File: config.mk
export PLATFORM = sky130hd
export DESIGN_NAME = audio_pdm_modulator
export DESIGN_NICKNAME = d
export VERILOG_FILES = /design/src/rtl/audio_pdm_modulator.sv
export SDC_FILE = /design/constraint.sdc
export NUM_CORES = 1
export LEC_CHECK = 0
export ABC_AREA = 1
export BUFFER_PORTS_ARGS = -buffer_cell sky130_fd_sc_hd__buf_2
export CORE_MARGIN = 5
export CORE_UTILIZATION = 50
export CTS_CLUSTER_SIZE = 24
export DETAILED_ROUTE_END_ITERATION = 10
export PLACE_DENSITY = 0.68
export SYNTH_ARGS = -nofsm -noshare
export SYNTH_HDL_FRONTEND = slang
export SYNTH_SLANG_ARGS = --single-unit
export TNS_END_PERCENT = 20
File: constraint.sdc
create_clock -name clk -period 6.33 [get_ports clk]
set_input_delay 0.9495 -clock clk [delete_from_list [all_inputs] [get_ports clk]]
set_output_delay 0.9495 -clock clk [all_outputs]
set_load 0.1 [all_outputs]
File: src/rtl/audio_pdm_modulator.sv
// rtl/audio_pdm_modulator.sv - 2-entry sample FIFO, sample-rate divider and 1st-order PDM modulator
//
// Purpose:
//    Last stage of the audio sample fetch path. Samples arrive over a valid/ready
//    handshake into a 2-entry FIFO. Once every OSR clocks the head of the FIFO becomes
//    the playing sample. The playing sample is turned into a 1-bit first-order
//    sigma-delta stream. The sample-rate tick is also exported to pace the upstream fetch.
//
// Ports:
//    clk           in   system clock, rising edge
//    rst           in   synchronous reset, active-high
//    en            in   playback enable
//    s_valid       in   upstream sample valid
//    s_data        in   upstream sample, unsigned offset-binary
//    s_ready       out  FIFO not full (from registered state only)
//    pdm_out       out  registered 1-bit PDM audio
//    sample_tick   out  one-clock pulse per sample period
//    underrun      out  one-clock pulse, aligned with sample_tick, when the FIFO was empty
//    underrun_cnt  out  saturating underrun count since reset
//    cur_sample    out  sample currently being modulated

module audio_pdm_modulator #(
   parameter int SAMPLE_W   = 8,
   parameter int OSR        = 50,
   parameter int UNDERRUN_W = 8
) (
   input  logic                  clk,
   input  logic                  rst,
   input  logic                  en,
   input  logic                  s_valid,
   input  logic [SAMPLE_W-1:0]   s_data,
   output logic                  s_ready,
   output logic                  pdm_out,
   output logic                  sample_tick,
   output logic                  underrun,
   output logic [UNDERRUN_W-1:0] underrun_cnt,
   output logic [SAMPLE_W-1:0]   cur_sample
);

   localparam int                DIV_W    = (OSR > 1) ? $clog2(OSR) : 1;
   localparam logic [DIV_W-1:0]  DIV_LAST = DIV_W'(OSR - 1);
   localparam logic [SAMPLE_W-1:0] MIDSCALE = {1'b1, {(SAMPLE_W-1){1'b0}}};

   // FIFO as a 2-deep shift structure: head_q is always the oldest entry.
   logic [SAMPLE_W-1:0]   head_q, head_d;
   logic [SAMPLE_W-1:0]   tail_q, tail_d;
   logic [1:0]            count_q, count_d;
   logic [DIV_W-1:0]      div_cnt_q, div_cnt_d;
   logic [SAMPLE_W-1:0]   acc_q, acc_d;
   logic [SAMPLE_W-1:0]   cur_sample_q, cur_sample_d;
   logic                  pdm_out_q, pdm_out_d;
   logic                  sample_tick_q, sample_tick_d;
   logic                  underrun_q, underrun_d;
   logic [UNDERRUN_W-1:0] underrun_cnt_q, underrun_cnt_d;

   logic                  push;
   logic                  pop;
   logic                  tick;
   logic [SAMPLE_W:0]     sum;

   assign s_ready      = (count_q != 2'd2);
   assign pdm_out      = pdm_out_q;
   assign sample_tick  = sample_tick_q;
   assign underrun     = underrun_q;
   assign underrun_cnt = underrun_cnt_q;
   assign cur_sample   = cur_sample_q;

   always_comb begin
      head_d         = head_q;
      tail_d         = tail_q;
      count_d        = count_q;
      div_cnt_d      = div_cnt_q;
      acc_d          = acc_q;
      cur_sample_d   = cur_sample_q;
      pdm_out_d      = 1'b0;
      underrun_cnt_d = underrun_cnt_q;

      push = s_valid && (count_q != 2'd2);
      tick = en && (div_cnt_q == DIV_LAST);
      // Pop decision uses the pre-push count, so a sample arriving on a tick into an
      // empty FIFO is not bypassed to the player.
      pop  = tick && (count_q != 2'd0);

      if (en) begin
         div_cnt_d = tick ? '0 : div_cnt_q + 1'b1;
      end else begin
         div_cnt_d = '0;
      end

      if (pop) begin
         cur_sample_d = head_q;
         head_d       = tail_q;
         count_d      = count_q - 2'd1;
      end

      // Write lands in the first free slot after any pop this cycle.
      if (push) begin
         if (count_d == 2'd0) begin
            head_d = s_data;
         end else begin
            tail_d = s_data;
         end
         count_d = count_d + 2'd1;
      end

      sample_tick_d = tick;
      underrun_d    = tick && (count_q == 2'd0);
      if (underrun_d && (underrun_cnt_q != {UNDERRUN_W{1'b1}})) begin
         underrun_cnt_d = underrun_cnt_q + 1'b1;
      end

      // Carry out of the accumulator is the PDM bit.
      sum = {1'b0, acc_q} + {1'b0, cur_sample_q};
      if (en) begin
         acc_d     = sum[SAMPLE_W-1:0];
         pdm_out_d = sum[SAMPLE_W];
      end else begin
         acc_d     = '0;
      end
   end

   always_ff @(posedge clk) begin
      if (rst) begin
         head_q         <= '0;
         tail_q         <= '0;
         count_q        <= 2'd0;
         div_cnt_q      <= '0;
         acc_q          <= '0;
         cur_sample_q   <= MIDSCALE;
         pdm_out_q      <= 1'b0;
         sample_tick_q  <= 1'b0;
         underrun_q     <= 1'b0;
         underrun_cnt_q <= '0;
      end else begin
         head_q         <= head_d;
         tail_q         <= tail_d;
         count_q        <= count_d;
         div_cnt_q      <= div_cnt_d;
         acc_q          <= acc_d;
         cur_sample_q   <= cur_sample_d;
         pdm_out_q      <= pdm_out_d;
         sample_tick_q  <= sample_tick_d;
         underrun_q     <= underrun_d;
         underrun_cnt_q <= underrun_cnt_d;
      end
   end

endmodule

# After elaboration in Yosys (flattened, before gate mapping)
# Cells that the tools add are included.
# W data, S select, Z words.
[classes]
n_addsub = 5
n_eq_ne = 3
muxes = 5
bitwise = 2
n_reduce_logical = 11
[op_table]
columns = ["cell", "n"]
rows = [
  ["$mux W8", 3],
  ["$add A8 B8 Y9", 1],
  ["$add A8 B1 Y8 const B", 1],
  ["$ne A8 B8 Y1 const B", 1],
  ["$add A6 B1 Y6 const B", 1],
  ["$eq A6 B6 Y1 const B", 1],
  ["$logic_and A1 B1 Y1", 5],
  ["$logic_not A2 Y1", 2],
  ["$mux W2", 2],
  ["$reduce_or A3 Y1", 1],
  ["$add A2 B1 Y2 const B", 1],
  ["$ne A2 B2 Y1 const B", 1],
  ["$not A1 Y1", 2],
  ["$reduce_and A2 Y1", 1],
  ["$reduce_bool A2 Y1", 1],
  ["$reduce_or A2 Y1", 1],
  ["$sub A2 B1 Y2 const B", 1],
]
[totals]
register_bits = 51
in_bits = 12
out_inout_bits = 20
word_cells = 36

# Depth between registers and ports, before layout
# Gate-level depths: netlist of run 1.
[logic_depth]
word_depth = 7
ltp_mapped = 18
ltp_nobuf = 16

# Least setup slack after synthesis of run 1
# OpenSTA, ideal clock, no wires.
[synth_timing]
kind = "in2reg"
start = "input port en"
end = "register head_q[5]"
setup_time_ns = 0.109
arrival_time_ns = 2.481
t_required_ns = 6.221
setup_slack_ns = 3.740
path_stages = 16
n_path_buf = 2
cell_sequence = "nand2_1 -> nor2_4 -> nand3_2 -> buf_6 -> nand2_1 -> nand2_1 -> inv_1 -> ha_1 -> clkinv_1 -> nor2_1 -> inv_1 -> buf_2 -> nor2_1 -> nor2_1 -> nand2_1 -> inv_1"
[synth_between]
elab_chain_cells = 6
word_cells_on_any_way = 7
classes_between = "4 x mux; 3 x reduce/logical"
[synth_rtl]
columns = ["element", "line", "rtl"]
rows = [
  ["start: declaration", "29", "input logic en,"],
  ["$logic_and A1 B1 Y1 (*)", "79", "tick = en && (div_cnt_q == DIV_LAST);"],
  ["$logic_and A1 B1 Y1 (*)", "82", "pop = tick && (count_q != 2'd0);"],
  ["$mux W2", "90", "if (pop) begin"],
  ["$logic_not A2 Y1", "98", "if (count_d == 2'd0) begin"],
  ["$mux W8", "98", ""],
  ["$mux W8 (*)", "97", "if (push) begin"],
  ["end signal: assignment", "124", "head_q <= '0;"],
  ["end signal: assignment", "135", "head_q <= head_d;"],
  ["end: declaration", "45", "logic [SAMPLE_W-1:0] head_q, head_d;"],
]
# Every way passes the cells marked *; elsewhere a longest branch is shown, timed or not.
# A chain may end at the register's enable or synchronous reset.

# Worst setup path in the final report of run 1
[layout_timing]
start = "register div_cnt_q[0]"
end = "register head_q[6]"
[layout_between]
elab_chain_cells = 7
word_cells_on_any_way = 8
classes_between = "1 x eq/ne; 4 x mux; 3 x reduce/logical"
[layout_rtl]
columns = ["element", "line", "rtl"]
rows = [
  ["start: declaration", "48", "logic [DIV_W-1:0] div_cnt_q, div_cnt_d;"],
  ["start signal: assignment", "138", "div_cnt_q <= div_cnt_d;"],
  ["$eq A6 B6 Y1 (*)", "79", ""],
  ["$logic_and A1 B1 Y1 (*)", "79", ""],
  ["$logic_and A1 B1 Y1 (*)", "82", ""],
  ["$mux W2", "90", ""],
  ["$logic_not A2 Y1", "98", ""],
  ["$mux W8", "98", ""],
  ["$mux W8 (*)", "97", ""],
]
# Marked as above.

==> metrics.txt, run 1 <==
Max Fclk=337 MHz; Clock Skew=0.0109 ns; Die X=81.0 µm; H-Tree Depth=2; Worst-Margin Slew=0.634 ns; CP Max Fanout=20; total CTS buffers=5; Post-Route WL=5.00 mm; total congestion overflow=0; part of the power in registers=56.0%; CTS root buf=clkbuf_8; HPWL Detailed=3.72 mm; first-iteration detailed-routing DRC count=49; via/cell ratio=5.04; post-route clock period utilization=46.8%; Setup crit end kind=flip-flop; vias in the first global route=2004; num rows=25; RSZ-0062 raised after global routing=no; Fin. Hold Viols=0; Pre-antenna DRT Iters=4; Cell Area, Synth=2520 µm²; Comb pwr share=11.0%; layout overhead on the synthesized area=11.0%; Syn Inst Count=355; syn_nets=382; fin crit period=2.96 ns; cts hold-fix bufs=0; die height=81.0 µm; status=completed; LEAKAGE=1.32 nW; initial antenna violation count=0; gr usage total=16.7%; DRC=0; first-pass GRT wire length=8.70 mm; sequential area share after synthesis=40.5%; CTS tree=yes; Setup TNS Final=0 ns; Setup violations, final=0; Max clock buf depth=2; area post-placement=2710 µm²; Post-CTS Setup Bufs=0; Crit Path Class=reg -> reg; GP Congestion=0.798; R2R cell count=15; hold crit path type=reg -> reg; WP data required=6.55 ns; largest net degree at the start of global routing=33; Post-DRT Antenna Nets=0; Initial Util=52.4%; VDD IR-drop max=0.136 mV; Yosys warning total=0; die area=6570 µm²; Avg WL per Cell=11.1 µm; Pint=0.435 mW; number of gates resized after cts=0; share of cells above drive strength 1=12.5%; Net Sw Frac=28.3%; Clock transition at path regs=0.11 ns; Clock Sinks=51; final slew viol count=0; Worst-Skew Late Latency=0.31 ns; floorplan core area=4820 µm²; Slew headroom=57.7%; Yosys reg bits=51; hold_ws=0.471 ns; sw power=0.172 mW; via count=2275; max cap viols=0; Nets=410; PD cells=217 nW/µm²; hold depth=2; clock power share=33.0%; IO buf count=31; num ports=32; Synth cell types=30; Critical Path Start Type=flip-flop; syn_area_per_cell=7.11 µm²; n_diodes=0; WP data arrival=3.18 ns; design area=2800 µm²
[per-stage QoR]
| stage | std cells | power, mW | util (%) | worst slack (ns) |
|---|---|---|---|---|
| 3_5_place_dp | 443 | 0.414 | 56.2 | 3.02 |
| 4_1_cts | 451 | 0.616 | 58.2 | 3.37 |
| 3_3_place_gp | 443 | 0.414 | 56.2 | 3.09 |
| 5_1_grt | 451 | 0.639 | 58.2 | 2.95 |
| 2_1_floorplan | 355 | 0.400 | - | 3.74 |
| 6_report | 451 | 0.607 | 58.2 | 3.37 |
[synth_stat cells (all sizes together)]
master  instances  area share (%)
a21boi          1            0.30
a21o            1            0.30
a21oi          30             5.9
a31oi           1            0.25
and2            1            0.25
buf             6             1.6
clkbuf          4            0.59
clkinv          2            0.35
dfxtp          51              40
fa              1            0.79
ha             14             6.9
inv            36             5.4
nand2          96              14
nand3          26             5.6
nand3b          2            0.59
nand4          15             3.7
nor2           49             8.0
nor3            1            0.20
nor3b           1            0.30
o21ai           9             1.8
o21bai          1            0.30
or2             3            0.74
xnor2           1            0.35
xor2            3             1.0
[power by group through the flow]
stage                     sequential, mW  clock [mW]  combinational (mW)
after global routing               0.342       0.220              0.0777
after detailed placement           0.347           0              0.0671
after floorplan                    0.346           0              0.0534
after CTS                          0.340       0.208              0.0672
final                              0.340       0.200              0.0666
after global placement             0.347           0              0.0665
[state kept, by name (all words and copies together) (netlist names), 2 cells and up]
name          cells
count_q           2
underrun_cnt      8
acc_q             8
cur_sample        8
div_cnt_q         6
tail_q            8
head_q            8
[worst max-delay path: stages (launching register included)]
cell and delay [ns]:
dfxtp_1 0.40, ha_1 0.16, inv_1 0.04, nor2_2 0.48
nand3_2 0.45, nand2_1 0.16, nand2_1 0.07, inv_1 0.06
ha_1 0.14, clkinv_1 0.21, nor2_1 0.16, inv_1 0.20
nor2_1 0.15, nor2_1 0.05, nand2_1 0.08, inv_1 0.03
[placed cells by master, fill, tap and decap left out, drive strengths merged]
master	netlist	routed
buf	6	31
nand4	15	15
nor2	49	49
inv	36	38
clkbuf	4	5
nand2	96	96
nand3b	2	2
or2	3	3
a21o	1	1
xor2	3	3
nor3b	1	1
xnor2	1	1
ha	14	14
clkinv	2	3
fa	1	1
dfxtp	51	51
a21oi	30	30
nor3	1	1
a31oi	1	1
and2	1	1
o21ai	9	9
nand3	26	26
a21boi	1	1
o21bai	1	1
[final timing paths]
path,from,slack [ns],endpoint
worst max-delay path,div_cnt_q[0]$_SDFF_PP0_,3.37,head_q[6]$_SDFF_PP0_
worst min-delay path,tail_q[5]$_SDFFE_PP0P_,0.47,tail_q[5]$_SDFFE_PP0P_
worst max register to register,div_cnt_q[0]$_SDFF_PP0_,3.37,head_q[6]$_SDFF_PP0_
worst min register to register,tail_q[5]$_SDFFE_PP0P_,0.47,tail_q[5]$_SDFFE_PP0P_
[layer usage]
| layer | wire length, µm | vias to the layer above | track usage (%) | part of all wire (%) |
|---|---|---|---|---|
| met5 | 0 | - | 0 | 0 |
| met4 | 73 | 0 | 6.25 | 1.5 |
| met3 | 178 | 8 | 3.77 | 3.6 |
| met2 | 2320 | 34 | 27.5 | 46 |
| met1 | 2430 | 1032 | 21.2 | 49 |
| li1 | - | 1201 | - | - |
[kinds of logic (layout without fill, tap and decap cells)]
family,Yosys count,after routing,share of synthesized area [%]
AOI/OAI and AO/OA,43,43,8.87
DFF,51,51,40.5
and+or+nand+nor,194,194,33.6
xor gates and xnor gates,4,4,1.39
adders and majority gates,15,15,7.73
buffers and inverters,48,77,7.93
[cell type report]
class	count	area, µm²
clock buffer	5	68.8
clock inverter	3	26.3
fill	499	2020
inverter	38	144
multi-input combinational	256	1300
sequential	51	1020
tap	67	83.8
timing repair buffer	31	155
Note: power is estimated with default switching activity, not from simulation.
==> run 2: changes to the inputs <==
- PLACE_DENSITY: 0.68 -> 0.71
- clock period: 6.33 -> 2.5 ns (I/O delays scaled with it)
==> metrics.txt, run 2 (same netlist as run 1, synthesis figures left out) <==
DP Cell Count=449; share of cells above drive strength 1=13.8%; WP data arrival=2.30 ns; Pre-antenna DRT Iters=4; RSZ-0062 raised after global routing=no; Worst-Margin Slew=0.492 ns; Setup TNS Final=0 ns; IO buf count=31; Post-Route Utilization=59.9%; total CTS buffers=5; Clock Sinks=51; fin crit period=2.09 ns; Critical Path Start Type=flip-flop; commonest non-fill, non-tap cell in the layout=nand2_1; layout overhead on the synthesized area=14.4%; Slew headroom=67.4%; GP Congestion=0.849; total congestion overflow=0; WP data required=2.71 ns; Clock Skew=0.00760 ns; die area=6570 µm²; crit path to=head_q[3]$_SDFF_PP0_; vias in the first global route=2078; pre-CTS setup slack=0.440 ns; CTS tree=yes; first-iteration detailed-routing DRC count=83; LEAKAGE=1.37 nW; die height=81.0 µm; VDD IR-drop max=0.360 mV; Post-CTS Setup Bufs=0; largest net degree at the start of global routing=32; gr usage total=17.2%; Post-Route WL=5.15 mm; design area=2890 µm²; Die X=81.0 µm; final total power=1.71 mW; fin worst setup slack=0.409 ns; Setup violations, final=0; PD cells=594 nW/µm²; HPWL Detailed=3.86 mm; Worst-Skew Late Latency=0.30 ns; Nets=416; n_diodes=0; CTS root buf=clkbuf_8; reg-to-reg slack, setup=0.41 ns; initial antenna violation count=0; Initial Util=52.4%; max cap viols=0; post-route clock period utilization=83.6%; Crit Path Class=reg -> reg; Setup crit end kind=flip-flop; Max Fclk=478 MHz; reg-to-reg endpoint=head_q[3]$_SDFF_PP0_; Post-DRT Antenna Nets=0; hold_ws=0.352 ns; status=completed; Clock transition at path regs=0.09 ns; fillers=469; num rows=25; Max clock buf depth=2; floorplan core area=4820 µm²; R2R cell count=15; Fin. Hold Viols=0; via/cell ratio=4.92; area post-placement=2750 µm²; via count=2250; RR Startpoint=count_q[0]$_SDFF_PP0_; CP Launch Point=count_q[0]$_SDFF_PP0_; number of gates resized after cts=0; Avg WL per Cell=11.3 µm; CP Max Fanout=16; first-pass GRT wire length=8.98 mm; most frequent cells in the layout=nand2_1 (96), dfxtp_1 (51), nor2_1 (46); Post-Layout Cell Count=457; DRC=0; cts hold-fix bufs=0; hold crit path type=in -> reg; num ports=32; final slew viol count=0; H-Tree Depth=2
-- run 2: layout make-up --
type	count	area, µm²	share of cell area (%)
multi-input cells	256	1300	45.1
flip-flops and latches	51	1020	35.4
repair buffers	37	200	6.93
inverters	38	144	4.98
well taps	67	83.8	2.90
clock buffers	5	68.8	2.38
clock inverters	3	67.6	2.34
-- run 2: how the worst min path moves through the flow --
stage,endpoint,slack [ns],cells after the start,from
floorplan,cur_sample[7]$_SDFFE_PP1N_,0.43,2,head_q[7]$_SDFF_PP0_
global placement,div_cnt_q[0]$_SDFF_PP0_,0.45,1,div_cnt_q[0]$_SDFF_PP0_
detailed placement,div_cnt_q[0]$_SDFF_PP0_,0.46,1,div_cnt_q[0]$_SDFF_PP0_
CTS,acc_q[1]$_SDFF_PP0_,0.34,3,en
global route,tail_q[5]$_SDFFE_PP0P_,0.35,3,s_data[5]
finish,tail_q[0]$_SDFFE_PP0P_,0.35,3,s_data[0]
-- run 2: metal layers --
layer / up-vias / track usage, % / part of all wire, %
met5: - / 0 / 0
met4: 0 / 6.76 / 1.6
met3: 7 / 3.44 / 4.6
met2: 49 / 28.8 / 46
met1: 985 / 21.6 / 47
li1: 1209 / - / -
-- run 2: report_power, final --
group | switching [mW] | internal (mW) | total (mW) | leakage, nW
sequential | 0.0171 | 0.842 | 0.859 | 0.414
combinational | 0.124 | 0.0609 | 0.185 | 0.888
clock | 0.272 | 0.399 | 0.671 | 0.0644
-- run 2: critical path, cell delays in order (launching register included) --
cell,delay [ns]
dfxtp_1,0.35
inv_1,0.09
ha_1,0.24
inv_1,0.16
nand3_2,0.11
nand2_1,0.08
nand2_1,0.07
inv_1,0.06
ha_1,0.14
clkinv_1,0.07
nor2_1,0.10
inv_1,0.21
nor2_1,0.17
nor2_1,0.05
nand2_1,0.07
inv_1,0.03
==> run 3: changes to the inputs <==
- PLACE_DENSITY: 0.71 -> 0.68
- clock period: 2.5 -> 2.1 ns (I/O delays scaled with it)
==> metrics.txt, run 3 (same netlist as run 1, synthesis figures left out) <==
final total power=1.98 mW; Net Sw Frac=26.2%; Post-Layout Cell Count=466; Crit Path Class=reg -> reg; first-pass GRT wire length=9.40 mm; vias in the first global route=2113; IO buf count=31; Fin. Hold Viols=0; clock power share=35.1%; GP Congestion=0.818; via/cell ratio=5.04; Post-Route Utilization=61.8%; layout overhead on the synthesized area=17.9%; num ports=32; WP data required=2.32 ns; Clock Sinks=51; gr usage total=18.4%; commonest non-fill, non-tap cell in the layout=nand2_1; die area=6570 µm²; Post-Route WL=5.45 mm; fin crit period=1.94 ns; DRC=0; VDD IR-drop max=0.358 mV; Critical Path Start Type=flip-flop; initial antenna violation count=0; n_diodes=0; Clock transition at path regs=0.09 ns; floorplan core area=4820 µm²; RSZ-0062 raised after global routing=no; largest net degree at the start of global routing=32; die height=81.0 µm; design area=2980 µm²; part of the power in registers=51.9%; CTS root buf=clkbuf_8; post-route clock period utilization=92.2%; via count=2349; Post-DRT Antenna Nets=0; Comb pwr share=13.1%; LEAKAGE=1.41 nW; total congestion overflow=0; CP Max Fanout=5; DP Cell Count=454; Clock Skew=0.00915 ns; Nets=425; sw power=0.518 mW; share of cells above drive strength 1=17.5%; Setup crit end kind=flip-flop; Worst-Skew Late Latency=0.31 ns; final slew viol count=0; Pre-antenna DRT Iters=4; total CTS buffers=5; first-iteration detailed-routing DRC count=116; WP data arrival=2.15 ns; most frequent cells in the layout=nand2_1 (95), dfxtp_1 (49), nor2_1 (45); status=completed; num rows=25; area post-placement=2800 µm²; H-Tree Depth=2; Die X=81.0 µm; Slew headroom=67.4%; Worst-Margin Slew=0.492 ns; Max clock buf depth=2; Avg WL per Cell=11.7 µm; CTS tree=yes; Setup violations, final=0; Pint=1.46 mW; Max Fclk=516 MHz; hold crit path type=in -> reg; max cap viols=0; PD cells=664 nW/µm²; HPWL Detailed=3.97 mm; Initial Util=52.4%
## run 3: changes by cell type in the layout (fill, tap and decap cells not counted), sizes merged
cell,change
clkinvlp,+1
buf,+8
inv,+2
clkinv,-1
bufinv,-1
## run 3: layout make-up
| cell class | instances | area, µm² |
|---|---|---|
| fill | 481 | 1840 |
| timing repair buffer | 45 | 277 |
| inverter | 38 | 146 |
| clock buffer | 5 | 68.8 |
| timing repair inverter | 1 | 7.51 |
| sequential | 51 | 1020 |
| tap | 67 | 83.8 |
| clock inverter | 3 | 46.3 |
| multi-input combinational | 256 | 1320 |
## run 3: path summary, 6_finish.rpt
path	start	endpoint	slack, ns	cells after the start
worst min register to register	head_q[1]$_SDFF_PP0_	cur_sample[1]$_SDFFE_PP0N_	0.47	2
worst max register to register	count_q[0]$_SDFF_PP0_	head_q[6]$_SDFF_PP0_	0.16	15
worst min-delay path	s_data[2]	tail_q[2]$_SDFFE_PP0P_	0.29	3
worst max-delay path	count_q[0]$_SDFF_PP0_	head_q[6]$_SDFF_PP0_	0.16	15
## run 3: timing repair
item	in CTS	in global routing
resized for setup	1	12
hold buffers	0	0
buffers inserted	0	3
pin swaps	0	2
endpoints found under the setup margin	5	16
cloned	0	1
## run 3: worst max-delay path, cell delays in order (launching register included)
cell,delay [ns]
dfxtp_2,0.35
inv_1,0.05
ha_1,0.24
inv_2,0.11
nand3_2,0.12
nand2_1,0.09
nand2_1,0.07
inv_1,0.06
ha_1,0.15
inv_2,0.05
nor2_4,0.14
clkinvlp_4,0.14
nor2_1,0.11
nor2_1,0.05
nand2_1,0.07
inv_1,0.04
## run 3: layer usage
metal	up-vias	share of wire, %	track usage, %	wire length, µm
met1	1046	46	23.9	2500
met3	6	5.6	3.22	307
met2	68	47	29.9	2580
li1	1229	-	-	-
met5	-	0	0	0
met4	0	1.1	7.77	61
## run 3: power groups by stage
stage | sequential (mW) | combinational, mW | clock [mW]
after floorplan | 1.04 | 0.162 | 0
after global placement | 1.05 | 0.237 | 0
after detailed placement | 1.05 | 0.240 | 0
after CTS | 1.02 | 0.241 | 0.722
after global routing | 1.03 | 0.290 | 0.766
final | 1.03 | 0.258 | 0.693
## run 3: through the flow
stage	setup slack (ns)	setup TNS [ns]	hold slack (ns)
2_1_floorplan	-0.0496	-0.139	0.429
4_1_cts	0.0363	0	0.277
6_report	0.164	0	0.288
5_1_grt	0.00452	0	0.285
3_3_place_gp	0.0873	0	0.450
3_5_place_dp	0.0206	0	0.456
